File: config.mk
export PLATFORM = sky130hd
export DESIGN_NAME = updn_cmd_gen
export DESIGN_NICKNAME = d
export VERILOG_FILES = /design/src/rtl/updn_cmd_pkg.sv /design/src/rtl/sync_2ff.sv /design/src/rtl/updn_cmd_gen.sv
export SDC_FILE = /design/constraint.sdc
export NUM_CORES = 1
export LEC_CHECK = 0
export ABC_AREA = 1
export CAP_MARGIN = 20
export CORE_MARGIN = 4
export CORE_UTILIZATION = 52
export CTS_CLUSTER_SIZE = 30
export DETAILED_ROUTE_END_ITERATION = 16
export PLACE_DENSITY = 0.74
export SLEW_MARGIN = 0
export SYNTH_ARGS = -nofsm -noshare
export SYNTH_HDL_FRONTEND = slang
export SYNTH_SLANG_ARGS = --single-unit
File: constraint.sdc
create_clock -name i_clk -period 1.7 [get_ports i_clk]
set_clock_uncertainty 0.05 [all_clocks]
set_input_delay 0.34 -clock i_clk [delete_from_list [all_inputs] [get_ports i_clk]]
set_output_delay 0.34 -clock i_clk [all_outputs]
set_load 0.01 [all_outputs]
File: src/rtl/updn_cmd_pkg.sv
// Shared definitions for the up/down command generator.
//   state_e : FSM states of updn_cmd_gen
//   cmd_e   : decoded button command (NONE / UP / DOWN)
//   DEF_*   : default timing parameters
package updn_cmd_pkg;

    localparam int unsigned DEF_DEBOUNCE_CYCLES = 4;
    localparam int unsigned DEF_REPEAT_DELAY    = 16;
    localparam int unsigned DEF_REPEAT_PERIOD   = 8;

    typedef enum logic [2:0] {
        ST_IDLE,
        ST_DEB_PRESS,
        ST_FIRE,
        ST_HOLD_WAIT,
        ST_REPEAT,
        ST_DEB_RELEASE
    } state_e;

    typedef enum logic [1:0] {
        CMD_NONE,
        CMD_UP,
        CMD_DOWN
    } cmd_e;

    function automatic int unsigned max3(input int unsigned a,
                                         input int unsigned b,
                                         input int unsigned c);
        int unsigned m;
        m = (a > b) ? a : b;
        return (m > c) ? m : c;
    endfunction

    // Both buttons equal (idle or chorded) means no command.
    function automatic cmd_e decode_cmd(input logic up, input logic dn);
        if (up && !dn) return CMD_UP;
        if (dn && !up) return CMD_DOWN;
        return CMD_NONE;
    endfunction

endpackage

File: src/rtl/sync_2ff.sv
// 1-bit two-flop synchronizer for an asynchronous input.
//   clk_i : destination clock
//   rst_i : asynchronous active-high reset, clears both flops
//   d_i   : asynchronous input
//   q_o   : synchronized output (two clk_i edges of latency)
module sync_2ff (
    input  logic clk_i,
    input  logic rst_i,
    input  logic d_i,
    output logic q_o
);

    logic meta_q;
    logic sync_q;

    always_ff @(posedge clk_i or posedge rst_i) begin
        if (rst_i) begin
            meta_q <= 1'b0;
            sync_q <= 1'b0;
        end else begin
            meta_q <= d_i;
            sync_q <= meta_q;
        end
    end

    assign q_o = sync_q;

endmodule

File: src/rtl/updn_cmd_gen.sv
// Turns two raw bouncing buttons into step pulses for an up/down counter,
// with debounce, single fire per press and auto-repeat while held.
//   i_clk      : clock, rising edge
//   i_rst      : asynchronous active-high reset
//   i_btn_up   : raw "count up" button
//   i_btn_down : raw "count down" button
//   o_en       : one-cycle step pulse
//   o_up_down  : direction (1 = up), changes only with o_en
//   o_busy     : FSM not idle
module updn_cmd_gen
    import updn_cmd_pkg::*;
#(
    parameter int unsigned DEBOUNCE_CYCLES = DEF_DEBOUNCE_CYCLES,
    parameter int unsigned REPEAT_DELAY    = DEF_REPEAT_DELAY,
    parameter int unsigned REPEAT_PERIOD   = DEF_REPEAT_PERIOD
) (
    input  logic i_clk,
    input  logic i_rst,
    input  logic i_btn_up,
    input  logic i_btn_down,
    output logic o_en,
    output logic o_up_down,
    output logic o_busy
);

    localparam int unsigned CNT_MAX = max3(DEBOUNCE_CYCLES, REPEAT_DELAY, REPEAT_PERIOD);
    localparam int unsigned CNT_W   = $clog2(CNT_MAX + 1);

    localparam logic [CNT_W-1:0] DEB_N = CNT_W'(DEBOUNCE_CYCLES);
    // Release counts the cycle being evaluated, hence one less.
    localparam logic [CNT_W-1:0] REL_N = CNT_W'(DEBOUNCE_CYCLES - 1);
    localparam logic [CNT_W-1:0] RD_N  = CNT_W'(REPEAT_DELAY);
    localparam logic [CNT_W-1:0] RP_N  = CNT_W'(REPEAT_PERIOD);
    localparam logic [CNT_W-1:0] ONE   = CNT_W'(1);

    function automatic logic [CNT_W-1:0] sat_inc(input logic [CNT_W-1:0] v);
        return (v == '1) ? v : v + ONE;
    endfunction

    logic   up_s;
    logic   dn_s;
    cmd_e   cmd;

    state_e           state_q, state_d;
    logic [CNT_W-1:0] cnt_q,   cnt_d;
    cmd_e             cmd_q,   cmd_d;
    logic             en_q,    en_d;
    logic             dir_q,   dir_d;

    sync_2ff u_sync_up (
        .clk_i (i_clk),
        .rst_i (i_rst),
        .d_i   (i_btn_up),
        .q_o   (up_s)
    );

    sync_2ff u_sync_dn (
        .clk_i (i_clk),
        .rst_i (i_rst),
        .d_i   (i_btn_down),
        .q_o   (dn_s)
    );

    assign cmd = decode_cmd(up_s, dn_s);

    always_ff @(posedge i_clk or posedge i_rst) begin
        if (i_rst) begin
            state_q <= ST_IDLE;
            cnt_q   <= '0;
            cmd_q   <= CMD_NONE;
            en_q    <= 1'b0;
            dir_q   <= 1'b1;
        end else begin
            state_q <= state_d;
            cnt_q   <= cnt_d;
            cmd_q   <= cmd_d;
            en_q    <= en_d;
            dir_q   <= dir_d;
        end
    end

    // Pulse and direction are registered on the edge entering the pulse
    // cycle, so they are visible exactly during FIRE / the repeat tick.
    always_comb begin
        state_d = state_q;
        cnt_d   = cnt_q;
        cmd_d   = cmd_q;
        en_d    = 1'b0;
        dir_d   = dir_q;
        unique case (state_q)
            ST_IDLE: begin
                if (cmd != CMD_NONE) begin
                    state_d = ST_DEB_PRESS;
                    cnt_d   = ONE;
                    cmd_d   = cmd;
                end
            end
            ST_DEB_PRESS: begin
                if (cmd != cmd_q) begin
                    state_d = ST_IDLE;
                    cnt_d   = '0;
                end else if (cnt_q >= DEB_N) begin
                    state_d = ST_FIRE;
                    cnt_d   = '0;
                    en_d    = 1'b1;
                    dir_d   = (cmd_q == CMD_UP);
                end else begin
                    cnt_d = sat_inc(cnt_q);
                end
            end
            ST_FIRE: begin
                state_d = ST_HOLD_WAIT;
                cnt_d   = ONE;
            end
            ST_HOLD_WAIT, ST_REPEAT: begin
                if (cmd != cmd_q) begin
                    state_d = ST_DEB_RELEASE;
                    cnt_d   = (cmd == CMD_NONE) ? ONE : '0;
                end else if (cnt_q >= ((state_q == ST_HOLD_WAIT) ? RD_N : RP_N)) begin
                    state_d = ST_REPEAT;
                    cnt_d   = ONE;
                    en_d    = 1'b1;
                end else begin
                    cnt_d = sat_inc(cnt_q);
                end
            end
            ST_DEB_RELEASE: begin
                if (cmd != CMD_NONE) begin
                    cnt_d = '0;
                end else if (cnt_q >= REL_N) begin
                    state_d = ST_IDLE;
                    cnt_d   = '0;
                    cmd_d   = CMD_NONE;
                end else begin
                    cnt_d = sat_inc(cnt_q);
                end
            end
            default: begin
                state_d = ST_IDLE;
                cnt_d   = '0;
            end
        endcase
    end

    assign o_en      = en_q;
    assign o_up_down = dir_q;
    assign o_busy    = (state_q != ST_IDLE);

endmodule

==> results.toml <==
[run_status]
status = "finished, violations left"
violations = "negative setup slack"

[grt]
grt_pass1_vias = 977
wire_length_of_the_first_global_routing_pass_microns = 4020
grt-ovfl-total = 0
grt_usage = 0.187
largest_net_degree_at_the_start_of_global_routing = 17
grt_antenna_before_repair = 0

[finish]
final_standard_cell_utilization_of_the_core = 0.692
multiInputGateArea_sq_um = 631
post-route-cell-area_sq_um = 1370
layout-area-overhead-vs-synth_pct = 24.5
diodes = 0
ff_latch_area_sq_um = 402
num-fill-cells = 174
drive_above_1_share = 0.260
design.final.nets = 188

[timing]
totalNegativeSetupSlack_ns = -0.130
post-route-period-util = 1.03
report.final.setup_viol = 4
maxSlewHeadroom = 0.777
timing.final.ws_setup_ns = -0.0503
timing_hold_violations_final = 0
grt_setup_unrepaired = "yes"
minimum_clock_period_after_layout_ns = 1.75
drv_slew = 0
worstMarginPinSlew_ns = 0.333
fmax_ghz = 0.571

[die]
die-height_microns = 54.0
ioPinCount = 7
die_x_microns = 54.0
rows = 16
start_util = 0.556
core-area_sq_um = 1980
design.die.area_sq_um = 2920

[route]
postRouteWirelength_microns = 2250
route.detailed.drc = 0
vias = 1024
viasPerCell = 5.02
detailedRoute.firstPassIterationCount = 4
routedWlPerCell_microns = 11.0
postRouteAntennaNets = 0
drt_iter0_drc = 17

[synth]
synth_enable_flop_cells = 0
synth-main-ff-cell = "sky130_fd_sc_hd__dfrtp_1"
synthDistinctLibCells = 24
synth_top_area_frac = 0.341
ys_seq_area_frac = 0.365
netlist.top_cell.by_area = "sky130_fd_sc_hd__dfrtp_1"
synth-warning-count = 0
synthCells = 155
netlist_top_cells_count = "sky130_fd_sc_hd__nand2_1 (48), sky130_fd_sc_hd__inv_1 (26), sky130_fd_sc_hd__dfrtp_1 (15)"
postSynth.asyncResetShare = 1.00
synth-seq-cells = 16
synth.most_common_cell = "sky130_fd_sc_hd__nand2_1"
synthesis.nets = 165
netlist_area_before_placement_sq_um = 1100
avgSynthCellArea_sq_um = 7.10
synth_area_leaders = "sky130_fd_sc_hd__dfrtp_1 (34%), sky130_fd_sc_hd__nand2_1 (16%), sky130_fd_sc_hd__inv_1 (8.9%), sky130_fd_sc_hd__ha_1 (6.8%), sky130_fd_sc_hd__nand3_1 (4.5%)"

[setup_path]
worst_path_required_ns = 1.84
crit_path_max_fanout = 4
cpMaxStageDelayCell = "sky130_fd_sc_hd__dfrtp_1"
critical_path.reg2reg.startpoint = "state_q[2]"
endpoint_kind = "flop"
worst_r2r_endpoint = "state_q[2]"
ff2ff_path_depth = 12
timing.critical_path.from_type = "flop"
timing.critical_path.slowest_cell_delay_ns = 0.40
critPathTopFamily = "simple AND/OR/NAND/NOR gates"
critical_path_buf_inv_count = 2
r2r_slack_ns = -0.05
path_class = "flop to flop"
crit_chain = "inv_2 > nand3_4 > ha_4 > inv_2 > nor2_1 > nand3_1 > nand2_2 > nor2_2 > nor2_4 > nand3_2 > nand2_1 > nand2_1"
cp_data_arrival_time_ns = 1.89

[clock_tree]
holdBufCountCts = 0
clock_tree.root_cell = "sky130_fd_sc_hd__clkbuf_4"
h_tree_level_count = 1
worst_skew_pair_latency_ns = 0.29
cts_tree = "built"
clock_tree.buffer_depth = 2
cts.sink_count = 16
clkTransAtPathRegs_ns = 0.10
cts_inserted_buffers = 3

[flow_run]
drv_cap = 0

[pwr]
p_leak_nw = 0.735
cellPowerDensity_nw_per_um2 = 1460
vdd.ir_drop.worst_mv = 0.904

[placement]
hpwl_microns = 1720
buffer_ports.inserted = 6
gpl.final_weighted_congestion = 0.974
placed_cell_area_sq_um = 1280
pre_cts_ws_ns = -0.0376

[worst_hold_path]
min_path_type = "input port to asynchronous set/reset pin"
[layout by cell type, fill, tap and decap left out, drive strengths merged]
| master | n |
|---|---|
| o22ai | 1 |
| inv | 31 |
| o31ai | 1 |
| xnor2 | 1 |
| nand4 | 4 |
| nand3 | 12 |
| dfrtp | 15 |
| nor2 | 17 |
| o21ai | 9 |
| nand2 | 52 |
| dfstp | 1 |
| buf | 12 |
| clkdlybuf4s50 | 4 |
| nor3 | 1 |
| ha | 6 |
| a21oi | 4 |
| clkbuf | 4 |
| dlygate4sd2 | 2 |
[power breakdown]
part / internal, mW / switching [mW]
Combinational: 0.483 / 0.708
Clock: 0.130 / 0.127
Sequential: 0.474 / 0.0738
[worst reg2reg max path, cell delays in order (launching register included)]
cell and delay, ns:
sky130_fd_sc_hd__dfrtp_1 0.40, sky130_fd_sc_hd__inv_2 0.08, sky130_fd_sc_hd__nand3_4 0.09, sky130_fd_sc_hd__ha_4 0.28
sky130_fd_sc_hd__inv_2 0.03, sky130_fd_sc_hd__nor2_1 0.08, sky130_fd_sc_hd__nand3_1 0.09, sky130_fd_sc_hd__nand2_2 0.11
sky130_fd_sc_hd__nor2_2 0.06, sky130_fd_sc_hd__nor2_4 0.12, sky130_fd_sc_hd__nand3_2 0.11, sky130_fd_sc_hd__nand2_1 0.08
sky130_fd_sc_hd__nand2_1 0.06
[flip-flops by register name, indices dropped and copies added (netlist names)]
register          flops
u_sync_up.meta_q      1
state_q               3
u_sync_dn.q_o         1
o_en                  1
o_up_down             1
cmd_q                 2
u_sync_dn.meta_q      1
cnt_q                 5
u_sync_up.q_o         1
[layer usage]
metal | vias up | part of all wire | GRT usage
li1 | 527 | - | -
met1 | 463 | 0.45 | 0.247
met2 | 27 | 0.49 | 0.313
met3 | 7 | 0.040 | 0.0249
met4 | 0 | 0.021 | 0.0622
met5 | - | 0 | 0
[area by class of cell]
class	instances	area share
Sequential cell	16	0.293
Timing Repair Buffer	18	0.108
Tap cell	27	0.0246
Clock buffer	4	0.0265
Multi-Input combinational cell	108	0.460
Inverter	31	0.0885
[how the worst max path moves through the flow]
stage | from | to | slack (ns) | cells after the start
final | state_q[2] | state_q[2] | -0.05 | 12
after global routing | state_q[2] | state_q[2] | -0.18 | 12
after floorplan | state_q[2] | state_q[1] | 0.01 | 12
after global placement | state_q[2] | state_q[0] | 0.01 | 12
after CTS | state_q[1] | o_busy | -0.02 | 4
after detailed placement | state_q[2] | state_q[0] | -0.04 | 12
[cell families (layout without fill, tap and decap cells)]
family                     count (synthesis)  in the layout  share of synthesized area
xor gates and xnor gates                   1              1                    0.00796
buffers and inverters                     31             53                      0.110
AOI/OAI and AO/OA                         15             15                     0.0886
adders and majority gates                  6              6                     0.0682
and+or+nand+nor                           86             86                      0.360
DFF                                       16             16                      0.365
[through the flow]
step	std cells	power, mW	hold slack, ns
final	204	2.00	0.301
after global routing	204	2.20	0.324
after CTS	203	1.94	0.314
after detailed placement	199	1.67	0.291
after global placement	199	1.64	0.283
after floorplan	155	1.32	0.203
[what timing repair did]
| action | in CTS | in global routing |
|---|---|---|
| pin swaps | 0 | 3 |
| resized for setup | 6 | 8 |
| setup buffers | 0 | 1 |
| setup endpoints to repair | 7 | 12 |
(Power assumes the default switching activity.)
